$ cat config.mk
export PLATFORM = sky130hd
export DESIGN_NAME = ssp_cfg_arbiter_flat
export DESIGN_NICKNAME = d
export VERILOG_FILES = /design/src/rtl/ssp_cfg_arbiter_if.sv /design/src/rtl/ssp_cfg_arbiter.sv /design/src/flat_wrapper.sv
export SDC_FILE = /design/constraint.sdc
export NUM_CORES = 1
export LEC_CHECK = 0
export BUFFER_PORTS_ARGS = -buffer_cell sky130_fd_sc_hd__buf_2
export CAP_MARGIN = 0
export CORE_UTILIZATION = 35
export DETAILED_ROUTE_END_ITERATION = 10
export GPL_TIMING_DRIVEN = 1
export SYNTH_ARGS = -nofsm -noshare
export SYNTH_HDL_FRONTEND = slang
export SYNTH_SLANG_ARGS = --single-unit
$ cat constraint.sdc
create_clock -name clk -period 2.8 [get_ports clk]
set_input_delay 0.14 -clock clk [delete_from_list [all_inputs] [get_ports clk]]
set_output_delay 0.14 -clock clk [all_outputs]
set_load 0.02 [all_outputs]
$ cat src/rtl/ssp_cfg_arbiter_if.sv
`default_nettype none
// ============================================================================
//  Module   : ssp_cfg_arbiter_if
//  Brief    : Bus bundle between two config requesters, the arbiter and the
//             ssp_uart configuration port.
//  Revision : 1.0 - initial release
// ============================================================================
interface ssp_cfg_arbiter_if #(
  parameter int ADDR_W = 3,
  parameter int DATA_W = 10
);
  // requester A
  logic              a_req;
  logic              a_rd_wr;
  logic [ADDR_W-1:0] a_addr;
  logic [DATA_W-1:0] a_wdata;
  logic              a_ack;
  // requester B
  logic              b_req;
  logic              b_rd_wr;
  logic [ADDR_W-1:0] b_addr;
  logic [DATA_W-1:0] b_wdata;
  logic              b_ack;
  // shared response / status
  logic [DATA_W-1:0] rdata;
  logic              busy;
  // ssp_uart config port
  logic              cfg_enable;
  logic              cfg_rd_wr;
  logic [ADDR_W-1:0] cfg_addr;
  logic [DATA_W-1:0] cfg_wdata;
  logic [DATA_W-1:0] cfg_rdata;

  // arbiter view
  modport slave (
    input  a_req, a_rd_wr, a_addr, a_wdata,
    input  b_req, b_rd_wr, b_addr, b_wdata,
    input  cfg_rdata,
    output a_ack, b_ack, rdata, busy,
    output cfg_enable, cfg_rd_wr, cfg_addr, cfg_wdata
  );

  // requester / uart side view
  modport master (
    output a_req, a_rd_wr, a_addr, a_wdata,
    output b_req, b_rd_wr, b_addr, b_wdata,
    output cfg_rdata,
    input  a_ack, b_ack, rdata, busy,
    input  cfg_enable, cfg_rd_wr, cfg_addr, cfg_wdata
  );
endinterface
`default_nettype wire

$ cat src/rtl/ssp_cfg_arbiter.sv
`default_nettype none
// ============================================================================
//  Module   : ssp_cfg_arbiter
//  Brief    : Two-requester arbiter for the ssp_uart configuration port.
//             Each access holds cfg_enable for two cycles, then acks the
//             winner one cycle later. Round-robin on a 1-bit last-grant
//             pointer by default; defining SSP_CFG_ARB_FIXED_PRIO_EN gives
//             requester A fixed priority instead.
//  Revision : 1.0 - initial release
// ============================================================================
module ssp_cfg_arbiter #(
  parameter int ADDR_W = 3,
  parameter int DATA_W = 10
) (
  input  wire logic         clk,
  input  wire logic         rst,   // asynchronous, active-low
  ssp_cfg_arbiter_if.slave  bus
);

  typedef enum logic [1:0] {
    IDLE = 2'd0,
    ACC1 = 2'd1,
    ACC2 = 2'd2,
    RESP = 2'd3
  } state_t;

  state_t            r_state;
  state_t            w_state_nxt;

  // grant owner of the access in flight: 0 = A, 1 = B
  logic              r_grant;
  logic              w_grant_nxt;

  logic              r_cfg_enable, w_cfg_enable_nxt;
  logic              r_cfg_rd_wr,  w_cfg_rd_wr_nxt;
  logic [ADDR_W-1:0] r_cfg_addr,   w_cfg_addr_nxt;
  logic [DATA_W-1:0] r_cfg_wdata,  w_cfg_wdata_nxt;
  logic              r_a_ack,      w_a_ack_nxt;
  logic              r_b_ack,      w_b_ack_nxt;
  logic [DATA_W-1:0] r_rdata,      w_rdata_nxt;
  logic              r_busy,       w_busy_nxt;

  logic              w_a_wins;

`ifdef SSP_CFG_ARB_FIXED_PRIO_EN
  // A beats B whenever it is requesting
  assign w_a_wins = bus.a_req;
`else
  // 0 = A was granted last, 1 = B was granted last
  logic              r_last_grant, w_last_grant_nxt;
  // A wins when alone, or on a tie when B had the previous grant
  assign w_a_wins = bus.a_req & (~bus.b_req | r_last_grant);
`endif

  // next-state and next-output computation
  always_comb begin
    w_state_nxt      = r_state;
    w_grant_nxt      = r_grant;
    w_cfg_enable_nxt = r_cfg_enable;
    w_cfg_rd_wr_nxt  = r_cfg_rd_wr;
    w_cfg_addr_nxt   = r_cfg_addr;
    w_cfg_wdata_nxt  = r_cfg_wdata;
    w_a_ack_nxt      = 1'b0;
    w_b_ack_nxt      = 1'b0;
    w_rdata_nxt      = r_rdata;
`ifndef SSP_CFG_ARB_FIXED_PRIO_EN
    w_last_grant_nxt = r_last_grant;
`endif
    case (r_state)
      IDLE: begin
        if (bus.a_req || bus.b_req) begin
          w_state_nxt      = ACC1;
          w_grant_nxt      = ~w_a_wins;
          w_cfg_enable_nxt = 1'b1;
          w_cfg_rd_wr_nxt  = w_a_wins ? bus.a_rd_wr : bus.b_rd_wr;
          w_cfg_addr_nxt   = w_a_wins ? bus.a_addr  : bus.b_addr;
          w_cfg_wdata_nxt  = w_a_wins ? bus.a_wdata : bus.b_wdata;
`ifndef SSP_CFG_ARB_FIXED_PRIO_EN
          w_last_grant_nxt = ~w_a_wins;
`endif
        end
      end
      ACC1: begin
        w_state_nxt = ACC2;
      end
      ACC2: begin
        // writes return zero so stale read data never leaks into a write ack
        w_state_nxt      = RESP;
        w_cfg_enable_nxt = 1'b0;
        w_rdata_nxt      = r_cfg_rd_wr ? bus.cfg_rdata : '0;
        w_a_ack_nxt      = ~r_grant;
        w_b_ack_nxt      = r_grant;
      end
      RESP: begin
        w_state_nxt = IDLE;
      end
      default: begin
        w_state_nxt = IDLE;
      end
    endcase
    w_busy_nxt = (w_state_nxt != IDLE);
  end

  // state and registered outputs; reset aborts any access in flight
  always_ff @(posedge clk or negedge rst) begin
    if (!rst) begin
      r_state      <= IDLE;
      r_grant      <= 1'b0;
      r_cfg_enable <= 1'b0;
      r_cfg_rd_wr  <= 1'b0;
      r_cfg_addr   <= '0;
      r_cfg_wdata  <= '0;
      r_a_ack      <= 1'b0;
      r_b_ack      <= 1'b0;
      r_rdata      <= '0;
      r_busy       <= 1'b0;
`ifndef SSP_CFG_ARB_FIXED_PRIO_EN
      r_last_grant <= 1'b1;
`endif
    end else begin
      r_state      <= w_state_nxt;
      r_grant      <= w_grant_nxt;
      r_cfg_enable <= w_cfg_enable_nxt;
      r_cfg_rd_wr  <= w_cfg_rd_wr_nxt;
      r_cfg_addr   <= w_cfg_addr_nxt;
      r_cfg_wdata  <= w_cfg_wdata_nxt;
      r_a_ack      <= w_a_ack_nxt;
      r_b_ack      <= w_b_ack_nxt;
      r_rdata      <= w_rdata_nxt;
      r_busy       <= w_busy_nxt;
`ifndef SSP_CFG_ARB_FIXED_PRIO_EN
      r_last_grant <= w_last_grant_nxt;
`endif
    end
  end

  assign bus.cfg_enable = r_cfg_enable;
  assign bus.cfg_rd_wr  = r_cfg_rd_wr;
  assign bus.cfg_addr   = r_cfg_addr;
  assign bus.cfg_wdata  = r_cfg_wdata;
  assign bus.a_ack      = r_a_ack;
  assign bus.b_ack      = r_b_ack;
  assign bus.rdata      = r_rdata;
  assign bus.busy       = r_busy;

endmodule
`default_nettype wire
$ cat src/flat_wrapper.sv
// flat-port wrapper written by rule: the top's interface ports become plain ports
module ssp_cfg_arbiter_flat 
#(
  parameter int ADDR_W = 3,
  parameter int DATA_W = 10
)
  (clk, rst, bus_a_req, bus_a_rd_wr, bus_a_addr, bus_a_wdata, bus_b_req, bus_b_rd_wr, bus_b_addr, bus_b_wdata, bus_cfg_rdata, bus_a_ack, bus_b_ack, bus_rdata, bus_busy, bus_cfg_enable, bus_cfg_rd_wr, bus_cfg_addr, bus_cfg_wdata);
  ssp_cfg_arbiter_if #(.ADDR_W(ADDR_W), .DATA_W(DATA_W)) bus_i ();
  input  wire logic clk;
  input  wire logic rst;
  input wire logic [$bits(bus_i.a_req)-1:0] bus_a_req;
  input wire logic [$bits(bus_i.a_rd_wr)-1:0] bus_a_rd_wr;
  input wire logic [$bits(bus_i.a_addr)-1:0] bus_a_addr;
  input wire logic [$bits(bus_i.a_wdata)-1:0] bus_a_wdata;
  input wire logic [$bits(bus_i.b_req)-1:0] bus_b_req;
  input wire logic [$bits(bus_i.b_rd_wr)-1:0] bus_b_rd_wr;
  input wire logic [$bits(bus_i.b_addr)-1:0] bus_b_addr;
  input wire logic [$bits(bus_i.b_wdata)-1:0] bus_b_wdata;
  input wire logic [$bits(bus_i.cfg_rdata)-1:0] bus_cfg_rdata;
  output wire logic [$bits(bus_i.a_ack)-1:0] bus_a_ack;
  output wire logic [$bits(bus_i.b_ack)-1:0] bus_b_ack;
  output wire logic [$bits(bus_i.rdata)-1:0] bus_rdata;
  output wire logic [$bits(bus_i.busy)-1:0] bus_busy;
  output wire logic [$bits(bus_i.cfg_enable)-1:0] bus_cfg_enable;
  output wire logic [$bits(bus_i.cfg_rd_wr)-1:0] bus_cfg_rd_wr;
  output wire logic [$bits(bus_i.cfg_addr)-1:0] bus_cfg_addr;
  output wire logic [$bits(bus_i.cfg_wdata)-1:0] bus_cfg_wdata;
  assign bus_i.a_req = bus_a_req;
  assign bus_i.a_rd_wr = bus_a_rd_wr;
  assign bus_i.a_addr = bus_a_addr;
  assign bus_i.a_wdata = bus_a_wdata;
  assign bus_i.b_req = bus_b_req;
  assign bus_i.b_rd_wr = bus_b_rd_wr;
  assign bus_i.b_addr = bus_b_addr;
  assign bus_i.b_wdata = bus_b_wdata;
  assign bus_i.cfg_rdata = bus_cfg_rdata;
  assign bus_a_ack = bus_i.a_ack;
  assign bus_b_ack = bus_i.b_ack;
  assign bus_rdata = bus_i.rdata;
  assign bus_busy = bus_i.busy;
  assign bus_cfg_enable = bus_i.cfg_enable;
  assign bus_cfg_rd_wr = bus_i.cfg_rd_wr;
  assign bus_cfg_addr = bus_i.cfg_addr;
  assign bus_cfg_wdata = bus_i.cfg_wdata;
  ssp_cfg_arbiter #(.ADDR_W(ADDR_W), .DATA_W(DATA_W)) u_core (.clk(clk), .rst(rst), .bus(bus_i));
endmodule
==> results of run 1 <==
==> worst max-delay path: cells and delay by family, from the launching register on <==
family	cells	cell delay [ns]
adder cells (fa/ha/maj)	1	0.26
AO/OA/AOI/OAI	2	0.86
AND/OR/NAND/NOR	1	0.10
buffers and inverters	1	0.10
flip-flops	1	0.37
==> through the flow <==
| step | instance area (um2) | setup slack, ns | total power [mW] | cells | util (%) |
|---|---|---|---|---|---|
| 6_report | 1940 | 1.01 | 2.22 | 269 | 47.8 |
| 4_1_cts | 1940 | 0.999 | 2.25 | 269 | 47.8 |
| 5_1_grt | 1940 | 0.821 | 2.41 | 269 | 47.8 |
| 2_1_floorplan | 1510 | 1.51 | 1.59 | 153 | - |
| 3_5_place_dp | 1840 | 1.00 | 1.88 | 260 | 45.3 |
| 3_3_place_gp | 1840 | 1.10 | 1.87 | 260 | 45.3 |
==> state kept, by name, indices dropped and copies added, names as in the netlist <==
signal / count
u_core.bus.a_ack: 1
u_core.bus.b_ack: 1
u_core.bus.busy: 1
u_core.bus.cfg_addr: 3
u_core.bus.cfg_enable: 1
u_core.bus.cfg_rd_wr: 1
u_core.bus.cfg_wdata: 10
u_core.bus.rdata: 10
u_core.r_grant: 1
u_core.r_last_grant: 1
u_core.r_state: 2
==> placed cells by master (no fill, tap or decap) <==
cell type,n
o21ai_2,1
o21ai_0,24
a21oi_2,10
dfrtp_1,31
nand3_1,10
a21oi_1,5
nand2_1,1
nor2b_1,1
dlygate4sd3_1,1
clkbuf_8,6
nor3_1,1
ha_1,3
and2b_1,1
nand2b_1,1
nor2_1,8
buf_2,69
and2_1,1
o32ai_1,1
dfstp_2,1
inv_1,13
or2_1,1
o21a_1,1
clkinv_2,2
nor2_2,10
a31oi_1,16
==> report_power, final <==
part	internal (mW)	leakage, nW	switching (mW)	total (mW)
clock	0.196	0.0510	0.166	0.362
combinational	0.376	0.492	0.666	1.04
sequential	0.685	0.380	0.135	0.820
total	1.26	0.923	0.967	2.22
==> layout make-up <==
class / instances / area [um2]
flip-flops and latches: 32 / 802
clock buffers: 6 / 82.6
inverters: 13 / 48.8
repair buffers: 70 / 355
multi-input cells: 96 / 579
well taps: 50 / 62.6
fillers: 399 / 2120
clock inverters: 2 / 10.0
==> cells by family after synthesis <==
logic type | Yosys count | share of synthesized area (%)
compound gates | 58 | 23.7
simple gates | 35 | 12.2
flops | 32 | 53.1
buf+inv | 25 | 8.53
fa+ha+maj | 3 | 2.49
==> how the worst max path moves through the flow <==
stage | endpoint | cells past startpoint
after floorplan | u_core.bus.cfg_addr[2] | 6
after CTS | u_core.bus.cfg_enable | 5
after global placement | u_core.r_last_grant | 5
final | u_core.bus.cfg_enable | 5
after detailed placement | u_core.bus.cfg_enable | 5
after global routing | u_core.r_last_grant | 5
==> per-layer routing <==
metal,global-route usage (%),share of wire (%),vias up
met3,6.93,5.2,2
met5,0,0,-
met4,5.59,0.64,0
met2,26.2,48,29
li1,-,-,655
met1,20.9,46,624
==> what timing repair did <==
item	CTS	global route
hold buffers	1	0
endpoints found under the hold margin	31	0
gates resized for setup	0	0
setup buffers	0	0
==> cell usage after synthesis <==
library cell / number
or2_1: 1
a21oi_1: 5
nor3_1: 1
and2_1: 1
dfstp_2: 1
nor2_1: 8
nand2b_1: 1
ha_1: 3
inv_1: 13
dfrtp_1: 31
buf_6: 4
clkbuf_1: 4
o32ai_1: 1
a21oi_2: 10
nor2_2: 10
o21ai_0: 24
a31oi_1: 16
nand3_1: 10
o21a_1: 1
nor2b_1: 1
o21ai_2: 1
buf_2: 4
nand2_1: 1
and2b_1: 1
==> results by group, run 1 <==
Run
  • Max Cap Viol: 0

Synthesis
  • Synth Warn #: 0
  • Synth cell types: 24
  • Synth Area per Inst: 9.87 um2
  • Seq/Total Area, Yosys: roughly 53%
  • Top cells by area in the synthesized netlist: dfrtp_1, o21ai_0, a31oi_1
  • Syn_nets: 198
  • Flops & latches, synth: 32
  • Share of the synthesized area in the top cell type: about half
  • Mapped cell area: 0.00151 mm2
  • Cells after Synth: 153
  • Biggest area consumer among synthesized cells: dfrtp_1

Clock network
  • CTS sink count: 32
  • Num CTS Buffers: 5
  • Clock root cell: clkbuf_8
  • Clk_lat worst skew: between 0.2 and 0.3 ns
  • Max Root-Sink Buffers: 2
  • Clock transition at path regs: around 0.07 ns
  • H-tree levels: 2
  • CTS tree: yes

Timing
  • Slew HR: approximately 45%
  • Period minus WS final: about 1.8 ns
  • Final worst-path cycle share: 64.1%
  • RSZ-0062 raised after global routing: no
  • # setup viols final: 0
  • Final Hold Vio Count: 0
  • Setup total negative slack: 0 ns
  • Slew Limit Fails: 0
  • Clk_skew: about 0.007 ns
  • Worst-margin pin slew: 0.828 ns
  • Fmax: approximately 560 MHz
  • Hold_ws: 0.0930 ns

Worst setup path
  • Cells on worst reg2reg path: 5
  • Max Fanout on Critical Path: 17
  • Reg2reg end: u_core.bus.cfg_enable
  • Worst Setup SP: u_core.r_state[0]
  • Reg2reg start: u_core.r_state[0]
  • CP required: 2.98 ns
  • Critical Path AT: between 1.5 and 2 ns
  • WS Path Type: flop to flop
  • CP startpoint kind: flop
  • Worst stage delay on the critical path: 0.71 ns
  • R2r setup slk: 1.01 ns
  • CP Capture Type: flop
  • Cells along the critical path: inv_1, ha_1, o21a_1, nor2_1, o32ai_1
  • Slowest cell on crit path: o21a_1

Floorplanning
  • Initial Utilization: between 30% and 40%
  • Die area: 0.00458 mm2
  • Core box area: 0.00406 mm2
  • Die H: a little under 70 um
  • Row count: 23
  • DIE WIDTH: 67.7 um
  • Top-Level Pins: 70

Hold path
  • Worst Hold Path EP: u_core.bus.rdata[7]
  • Worst hold start: bus_cfg_rdata[7]
  • HP Class: input pin to flop
  • Hold depth: 3

Layout
  • Share of cells above drive strength 1: 45.2%
  • Nets: 263
  • Antenna Cells: 0
  • Synth-to-Final Area Change: 28.5%

Routing
  • Wire per inst: 13.3 um
  • Via count: 1,310
  • Residual DRC: 0
  • Drt first pass iters: 4
  • Routed Antenna Nets: 0
  • Drt via density: just under 5
  • Final wirelength: 3570 um
  • Initial DRC count: 83

Global routing
  • Total GRT Usage: 16.9%
  • Largest net degree at the start of global routing: 33
  • First-pass GRT wire length: 5530 um
  • Grt ovf: 0
  • Antenna violations before repair: 0
  • Vias in the first global route: 1,198

Placed design
  • DP HPWL: 2490 um
  • Port-buffer cells: 69
  • Final Wtd Congestion: ~0.73

Power and ir drop
  • P_leak: 0.923 nW
  • Peak supply drop: 0.561 mV
  • Power per Cell Area: 1150 mW/mm2

Status
  • Run status: complete, no violations
No activity file was read; power rests on OpenSTA's default activity.
==> run 2, diff against run 1 <==
--- a/config.mk
+++ b/config.mk
@@ -10,6 +10,7 @@
 export CORE_UTILIZATION = 35
 export DETAILED_ROUTE_END_ITERATION = 10
 export GPL_TIMING_DRIVEN = 1
+export PLACE_DENSITY = 0.65
 export SYNTH_ARGS = -nofsm -noshare
 export SYNTH_HDL_FRONTEND = slang
 export SYNTH_SLANG_ARGS = --single-unit
==> constraint.sdc (replaced) <==
create_clock -name clk -period 1.45 [get_ports clk]
set_input_delay 0.0725 -clock clk [delete_from_list [all_inputs] [get_ports clk]]
set_output_delay 0.0725 -clock clk [all_outputs]
set_load 0.02 [all_outputs]
==> run 2 against run 1 <==
  * Hold slack worse by 0.062 ns
  * Sequential cell count unchanged
  * Register-to-register slack worse by 0.89 ns
  * Count of clock-buffer cells in the layout up 2
  * Final cell count up 2.6%
==> results by group, run 2 (synthesized netlist as in run 1, its figures left out) <==
Worst setup path
  • R2r setup slk: 0.11 ns (-0.89 ns)
  • CP required: 1.65 ns (-1.33 ns)
  • CP startpoint kind: flop
  • Max Fanout on Critical Path: 9 (-8)
  • Critical Path AT: 1.54 ns (-0.43 ns)
  • CP Capture Type: flop
  • WS Path Type: flop to flop

Placed design
  • DP Cell Count: 267 (+2.7%)
  • DP HPWL: 2490 um (-0.21%)
  • Final Wtd Congestion: 0.713 (-2.4%)
  • Port-buffer cells: 69 (unchanged)

Timing
  • Period minus WS final: 1.34 ns (-0.456 ns)
  • # setup viols final: 0 (unchanged)
  • Clk_skew: 0.00645 ns (-0.000652 ns)
  • Fmax: 748 MHz (+34%)
  • Final worst-path cycle share: 92.3% (+28 points)
  • Slew Limit Fails: 0 (unchanged)
  • RSZ-0062 raised after global routing: no
  • Slew HR: 73.5% (+29 points)
  • Worst-margin pin slew: 0.396 ns (-0.432 ns)
  • Final Hold Vio Count: 0 (unchanged)
  • Setup total negative slack: 0 ns (unchanged)

Clock network
  • H-tree levels: 2 (unchanged)
  • CTS tree: yes
  • Clock root cell: clkbuf_8
  • Clk_lat worst skew: 0.27 ns (about the same)
  • Num CTS Buffers: 5 (unchanged)
  • Max Root-Sink Buffers: 2 (unchanged)
  • Clock transition at path regs: 0.07 ns (about the same)
  • CTS sink count: 32 (unchanged)

Floorplanning
  • Core box area: 0.00406 mm2 (unchanged)
  • Initial Utilization: 37.2% (unchanged)
  • Top-Level Pins: 70 (unchanged)
  • Die area: 0.00458 mm2 (unchanged)
  • Die H: 67.7 um (unchanged)
  • Row count: 23 (unchanged)
  • DIE WIDTH: 67.7 um (unchanged)

Global routing
  • Grt met3 use: 3.55% (-3.4 points)
  • Vias in the first global route: 1,233 (+2.9%)
  • GRT met2 Usage: 25.9% (-0.37 points)
  • Grt ovf: 0 (unchanged)
  • Most Crowded Layer GR: met2
  • Largest net degree at the start of global routing: 33 (unchanged)
  • Total GRT Usage: 16.8% (-0.059 points)
  • Antenna violations before repair: 0 (unchanged)
  • Met1 GRT Util: 22.7% (+1.8 points)
  • First-pass GRT wire length: 5800 um (+4.8%)

Layout
  • Most frequent cells in the layout: buf_2, dfrtp_1, o21ai_0, a31oi_1, inv_1
  • Reg area: 802 um2 (unchanged)
  • Commonest non-fill, non-tap cell in the layout: buf_2
  • Fill count: 398 (-0.25%)
  • Nets: 270 (+2.7%)
  • Post-Layout Cell Count: 276 (+2.6%)
  • Area of the multi-input gates: 589 um2 (+1.7%)
  • Antenna Cells: 0 (unchanged)
  • Synth-to-Final Area Change: 34.0%
  • Share of cells above drive strength 1: 46.9% (+1.7 points)

Routing
  • Drt first pass iters: 4 (unchanged)
  • Wire per inst: 12.8 um (-3.9%)
  • Via count: 1,322 (+0.92%)
  • Residual DRC: 0 (unchanged)
  • Initial DRC count: 77 (-7.2%)
  • Routed Antenna Nets: 0 (unchanged)
  • Final wirelength: 3520 um (-1.4%)
  • Drt via density: 4.79 (-1.6%)

Power and ir drop
  • Power per Cell Area: 2180 mW/mm2 (+90%)
  • P_leak: 0.962 nW (+4.2%)
  • Peak supply drop: 0.928 mV (+66%)

Status
  • Run status: complete, no violations

Run
  • Max Cap Viol: 0 (unchanged)

Hold path
  • HP Class: input pin to flop
==> run 2: changes by cell type in the layout (fill, tap and decap cells not counted), sizes merged <==
cell,delta
buf,+7
clkbuf,+2
clkinv,-2
==> run 2: repair_timing <==
item / 4_1_cts / 5_1_grt
hold buffers: 1 / 0
setup buffers: 0 / 0
endpoints found under the hold margin: 32 / 0
gates resized for setup: 0 / 3
endpoints found under the setup margin: 0 / 14
==> run 2: worst max-delay path, cell delays in order (launching register included) <==
cell and delay (ns):
dfrtp_1 0.37, inv_1 0.10, ha_2 0.25, o21a_1 0.16
buf_4 0.19, nor2_1 0.05, a31oi_1 0.14
==> run 2: worst paths after layout <==
kind / startpoint / to / depth (start not counted)
max reg2reg: u_core.r_state[0] / u_core.r_last_grant / 6
min: bus_cfg_rdata[3] / u_core.bus.rdata[3] / 3
min reg2reg: u_core.r_grant / u_core.bus.a_ack / 1
max in group asynchronous: rst / u_core.r_last_grant / 3
max: u_core.r_state[0] / u_core.r_last_grant / 6
min in group asynchronous: rst / u_core.bus.cfg_wdata[7] / 3
==> run 2: layout make-up <==
type	count	share of cell area, %
Sequential cell	32	39.6
Multi-Input combinational cell	96	29.1
Timing Repair Buffer	77	20.8
Clock buffer	8	4.95
Tap cell	50	3.09
Inverter	13	2.41
==> run 2: per-stage QoR <==
step	worst slack, ns	power [mW]	utilization [%]	hold WS, ns	area [um2]
2_1_floorplan	0.157	3.07	-	-0.223	1510
3_3_place_gp	0.112	3.67	46.9	0.0413	1900
3_5_place_dp	0.0677	3.70	46.9	0.0425	1900
4_1_cts	0.0584	4.46	49.6	0.0245	2010
5_1_grt	0.00194	4.76	49.9	0.0352	2020
6_report	0.112	4.41	49.9	0.0311	2020
==> run 2: power breakdown <==
group | internal [mW] | switching [mW]
clock network | 0.433 | 0.308
logic | 0.801 | 1.28
registers | 1.32 | 0.261
==> run 2: per-layer routing <==
layer	routed length (um)	up-vias
li1	-	672
met1	1600	614
met2	1720	32
met3	146	4
met4	51	0
met5	0	-
